$ cat src/rtl/coreahblite_master_arb.sv
// coreahblite_master_arb: multi-master AHB-Lite arbiter with lock and hold-limit support
module coreahblite_master_arb #(
   parameter int NUM_MASTERS    = 4,
   parameter int ARB_MODE       = 0,
   parameter int DEFAULT_MASTER = 0,
   parameter int MAX_HOLD       = 16
) (
   input  logic                     hclk,
   input  logic                     hresetn,
   input  logic [NUM_MASTERS-1:0]   hreq,
   input  logic [NUM_MASTERS-1:0]   hlock,
   input  logic [2*NUM_MASTERS-1:0] htrans_m,
   input  logic                     hready,
   output logic [NUM_MASTERS-1:0]   hgrant,
   output logic [1:0]               hmaster,
   output logic [1:0]               hmaster_d,
   output logic                     hmastlock
);
   localparam logic [1:0] PARK   = 2'd0;
   localparam logic [1:0] OWN    = 2'd1;
   localparam logic [1:0] LOCK   = 2'd2;
   localparam logic [1:0] IDLE   = 2'b00;
   localparam logic [1:0] BUSY   = 2'b01;
   localparam logic [1:0] NONSEQ = 2'b10;
   localparam logic [1:0] SEQ    = 2'b11;
   localparam logic [1:0] DEF    = 2'(DEFAULT_MASTER);
   localparam logic [7:0] MAXC   = 8'(MAX_HOLD);
   localparam logic [NUM_MASTERS-1:0] DEF_G = NUM_MASTERS'(1) << DEFAULT_MASTER;

   logic [1:0] state, nxt_state, own, win, nxt_owner, free_state;
   logic [7:0] cnt, tr;
   logic [3:0] req, lk, oth, cand;
   logic [2:0] idx;
   logic       sat, ap, chg, unlock, busy_burst;

   // Inputs are zero-padded to four masters so the owner can be indexed uniformly
   assign req        = 4'(hreq);
   assign lk         = 4'(hlock);
   assign tr         = 8'(htrans_m);
   assign own        = tr[{hmaster, 1'b0} +: 2];
   assign busy_burst = own == SEQ || own == BUSY;
   assign sat        = cnt == MAXC;
   assign oth        = req & ~(4'b0001 << hmaster);
   assign unlock     = !lk[hmaster] && (own == IDLE || own == NONSEQ);
   assign ap         = hready && !busy_burst && (!hmastlock || unlock) &&
                       (own == IDLE || !req[hmaster] || (sat && |oth));
   assign cand       = (sat && |oth) ? oth : req;
   assign chg        = ap && win != hmaster;
   assign nxt_owner  = ap ? win : hmaster;
   assign free_state = (nxt_owner == DEF && req == 4'd0) ? PARK : OWN;
   assign nxt_state  = chg ? free_state :
                       state == LOCK ? (unlock ? free_state : LOCK) :
                       (state == OWN && lk[hmaster]) ? LOCK : free_state;

   // Winner selection; descending loops let the highest-priority candidate be assigned last
   always_comb begin
      win = DEF;
      idx = 3'd0;
      if (ARB_MODE == 1) begin
         for (int i = NUM_MASTERS - 1; i >= 0; i--)
            if (cand[i]) win = 2'(i);
      end else begin
         for (int k = NUM_MASTERS; k >= 1; k--) begin
            idx = 3'(hmaster) + 3'(k);
            if (idx >= 3'(NUM_MASTERS)) idx = idx - 3'(NUM_MASTERS);
            if (cand[idx[1:0]]) win = idx[1:0];
         end
      end
   end

   // Grant, owner pipeline, lock flag and hold counter all advance only on HREADY edges
   always_ff @(posedge hclk) begin
      if (!hresetn) begin
         state     <= PARK;
         hgrant    <= DEF_G;
         hmaster   <= DEF;
         hmaster_d <= DEF;
         hmastlock <= 1'b0;
         cnt       <= 8'd0;
      end else if (hready) begin
         state     <= nxt_state;
         hgrant    <= NUM_MASTERS'(4'b0001 << nxt_owner);
         hmaster   <= nxt_owner;
         hmaster_d <= hmaster;
         hmastlock <= nxt_state == LOCK;
         cnt       <= chg ? 8'd0 : (own[1] && !sat) ? cnt + 8'd1 : cnt;
      end
   end
endmodule

$ cat config.mk
export PLATFORM = sky130hd
export DESIGN_NAME = coreahblite_master_arb
export DESIGN_NICKNAME = d
export VERILOG_FILES = /design/src/rtl/coreahblite_master_arb.sv
export SDC_FILE = /design/constraint.sdc
export NUM_CORES = 1
export LEC_CHECK = 0
export CAP_MARGIN = 20
export CORE_UTILIZATION = 46
export CTS_CLUSTER_DIAMETER = 120
export DETAILED_ROUTE_END_ITERATION = 10
export GPL_TIMING_DRIVEN = 0
export PLACE_DENSITY = 0.78
export RECOVER_POWER = 50
export SLEW_MARGIN = 20
export SYNTH_ARGS = -nofsm -noshare
export SYNTH_HDL_FRONTEND = slang
export SYNTH_SLANG_ARGS = --single-unit
$ cat constraint.sdc
create_clock -name hclk -period 2.8 [get_ports hclk]
set_input_delay 0.28 -clock hclk [delete_from_list [all_inputs] [get_ports hclk]]
set_output_delay 0.28 -clock hclk [all_outputs]
set_load 0.02 [all_outputs]
==> impl_metrics.yaml <==
synth:
  syn_inst: 149
  ys_ff_latch: 19
  synth-seq-area-share_pct: 28.1
  synth_area_um2: 1350
  synth_compound_area_share_pct: 22.9
  synth.avg_cell_area_um2: 9.09
  synth.mux.area_fraction_pct: 11.1
  ys_types: 46
  synth_top_family_by_area: "compound AO/OA/AOI/OAI gates"
  synth_xor_area_share_pct: 4.53
  yosys_warnings: 0
  synthesis.nets: 174
  yosys.area_share.adder_pct: 5.55
  yosys.area_share.simple_pct: 22.9
route:
  drc_errors: 0
  vias: 1378
  ant_nets: 0
  firstDrtPassIters: 4
  drt_iter0_markers: 116
  post_drt_wl_per_cell_um: 17.4
  wl_um: 4010
  vias_per_cell: 5.97
final_layout:
  antenna_cells: 0
  final_area_um2: 2070
  drive_above_1_share_pct: 36.0
  regArea_um2: 390
  instances_no_fill: 231
  area_delta_synth_final_pct: 53.2
  n_fill_cell: 176
  multi_input_area_um2: 1090
  final_nets: 226
timing:
  fmax_mhz: 360
  fin_crit_ns: 2.78
  tns_ns: 0
  finalSetupViolations: 0
  worst_slew_pin_slew_ns: 0.519
  timing.final.crit_share_pct: 99.2
  hold_viol: 0
  slew-limit-headroom_pct: 65.2
  rsz0062_at_grt: "true"
  setup_slack_ns: 0.0231
  final_max_slew_viol_count: 0
  clock_skew_ns: 0.00653
worst_setup_path:
  start_kind: "register"
  reg2reg_from: "hmaster[1]$_SDFFE_PN0P_"
  crit_start: "hmaster[1]$_SDFFE_PN0P_"
  crit_required_ns: 3.00
  endpoint_kind: "register"
  critPathMaxFanout: 6
  path_class: "reg2reg"
  reg2reg_setup_slack_ns: 0.02
  crit_arrival_ns: 2.98
floorplanning:
  dieArea_um2: 3160
  rows: 19
  start_util_pct: 48.7
  die_width_um: 56.3
  io-pin-count: 28
  core_area_um2: 2780
  dieHeight_um: 56.3
grt:
  grt_pass1_wl_um: 5380
  grt_pass1_vias: 1293
  grt_max_degree: 12
  grt_antenna_before_repair: 0
  grt-ovfl-total: 0
  grt_usage_pct: 21.1
clocking:
  root_buffer: "clkbuf_4"
  clock_path_buffers: 2
  path_clk_slew_ns: 0.12
  clock_sinks: 19
  cts_tree: "built"
  hold_buffers: 0
  clk_latency_ns: 0.29
  cts_max_level: 1
  numCtsBuffers: 3
placement:
  hpwlAfterDp_um: 2350
  dp_slack_ns: -0.241
  gp_congestion: 0.868
  dpl.cell_count: 206
  portBuffers: 26
  placed_area_um2: 1660
pwr:
  p_leak_nw: 0.778
  fin_total_pwr_mw: 0.824
  powerDensity_nw_per_um2: 397
  ir_drop_mv: 0.460
worst_hold_path:
  holdCritStartpoint: "hready"
  worstHoldPathType: "in2reg"
status:
  status: "finished, final reports clean"
job:
  cap_violations: 0
per-stage QoR:
| stage | hold slack, ns | utilization, % |
|---|---|---|
| final | 0.427 | 74.6 |
| after detailed placement | 0.484 | 59.6 |
| after CTS | 0.400 | 64.7 |
| after global placement | 0.461 | 59.6 |
| after floorplan | 0.463 | - |
| after global routing | 0.452 | 74.6 |
critical path, stage by stage, from the launching register on:
cell	delay, ns
dfxtp_4	0.39
buf_12	0.12
clkinvlp_4	0.17
ha_4	0.21
nand2b_4	0.14
o2111a_2	0.23
o31ai_4	0.42
mux2i_2	0.17
a211oi_2	0.32
o31ai_4	0.13
nor3b_2	0.19
a31o_1	0.19
kinds of logic (layout without fill, tap and decap cells):
| kind of cell | Yosys count | count (layout) |
|---|---|---|
| xor+xnor | 7 | 7 |
| fa+ha+maj | 6 | 6 |
| buf+inv | 17 | 68 |
| flops | 19 | 19 |
| compound gates | 37 | 37 |
| simple gates | 53 | 53 |
| mux | 10 | 10 |
layout make-up:
type	count	area share [%]
buffer	6	2.71
clock buffer	3	1.09
clock inverter	1	0.241
inverter	11	2.35
multi-input combinational	113	52.8
sequential	19	18.8
tap	31	1.87
timing repair buffer	47	20.1
state kept, by name, summed over array words and instances (netlist names):
name / flops
hgrant: 4
cnt: 8
state: 2
hmastlock: 1
hmaster_d: 2
hmaster: 2
cells in the mapped netlist, drive strengths merged:
| master | n | area [um^2] |
|---|---|---|
| nor2 | 7 | 26.3 |
| a221oi | 1 | 8.76 |
| xnor2 | 7 | 61.3 |
| nor2b | 6 | 37.5 |
| mux2i | 6 | 60.1 |
| a31oi | 4 | 25.0 |
| a21oi | 7 | 38.8 |
| o2111ai | 1 | 8.76 |
| o311ai | 1 | 8.76 |
| a211oi | 3 | 27.5 |
| dfxtp | 19 | 380 |
| nand4bb | 1 | 11.3 |
| o221ai | 1 | 8.76 |
| o311a | 1 | 10.0 |
| ha | 6 | 75.1 |
| and2 | 8 | 50.1 |
| buf | 2 | 10.0 |
| o31ai | 3 | 46.3 |
| and3 | 2 | 12.5 |
| o2111a | 1 | 11.3 |
| o21bai | 1 | 11.3 |
| clkbuf | 4 | 15.0 |
| nand3b | 1 | 7.51 |
| o31a | 1 | 8.76 |
| nand3 | 4 | 20.0 |
| mux4 | 4 | 90.1 |
| inv | 11 | 41.3 |
| o21ai | 3 | 15.0 |
| nor4 | 2 | 18.8 |
| a311oi | 2 | 17.5 |
| nand2 | 9 | 33.8 |
| a21boi | 1 | 7.51 |
| nand2b | 3 | 18.8 |
| a22oi | 1 | 12.5 |
| or4 | 1 | 11.3 |
| a31o | 5 | 43.8 |
| nor3 | 1 | 5.00 |
| nand4b | 1 | 8.76 |
| nand4 | 3 | 18.8 |
| nor3b | 4 | 30.0 |
layout by cell type (no fill, tap or decap), types with 2 or more instances in the layout:
cell,Yosys,routed
nor3b_1,4,2
a31o_1,3,3
a31oi_1,4,2
nand4_1,3,3
clkbuf_4,0,3
nand2b_4,0,2
a21oi_1,6,4
o21ai_0,2,2
mux2i_1,6,5
nor2b_1,6,6
xnor2_1,7,7
dlygate4sd3_1,0,9
ha_4,0,3
nor2_1,7,6
dfxtp_2,0,2
buf_4,0,21
dfxtp_1,19,15
and3_1,2,2
o31ai_4,1,3
clkinvlp_4,0,2
and2_1,8,8
nand2_1,9,9
a21oi_2,1,3
inv_1,11,8
nand3_1,4,4
clkdlybuf4s50_1,0,17
clkbuf_1,4,3
mux4_2,4,4
a311oi_2,0,2
dfxtp_4,0,2
ha_1,6,2
nor3b_2,0,2
a211oi_2,1,2
buf_12,0,2
worst paths after layout:
path / end / cells past startpoint
min: hgrant[0]$_SDFFE_PN1P_ / 3
min reg2reg: hgrant[2]$_SDFFE_PN0P_ / 1
max reg2reg: hgrant[2]$_SDFFE_PN0P_ / 11
max: hgrant[2]$_SDFFE_PN0P_ / 11
routing by layer:
metal / track usage, % / share of wire [%] / wire length [um]
met5: 0 / 0 / 0
met4: 7.32 / 3.7 / 150
met3: 1.38 / 3.5 / 139
met2: 38.9 / 53 / 2110
met1: 25.7 / 40 / 1610
what timing repair did:
item / CTS / global route
endpoints found under the setup margin: 16 / 16
pin swaps: 6 / 12
setup buffers: 4 / 17
resized for setup: 17 / 29
report_power, final:
part	switching, mW	total, mW	leakage (nW)	internal, mW
Clock	0.0864	0.139	0.0177	0.0531
Sequential	0.0141	0.304	0.157	0.290
Combinational	0.190	0.381	0.603	0.190
Note: power is estimated with default switching activity, not from simulation.
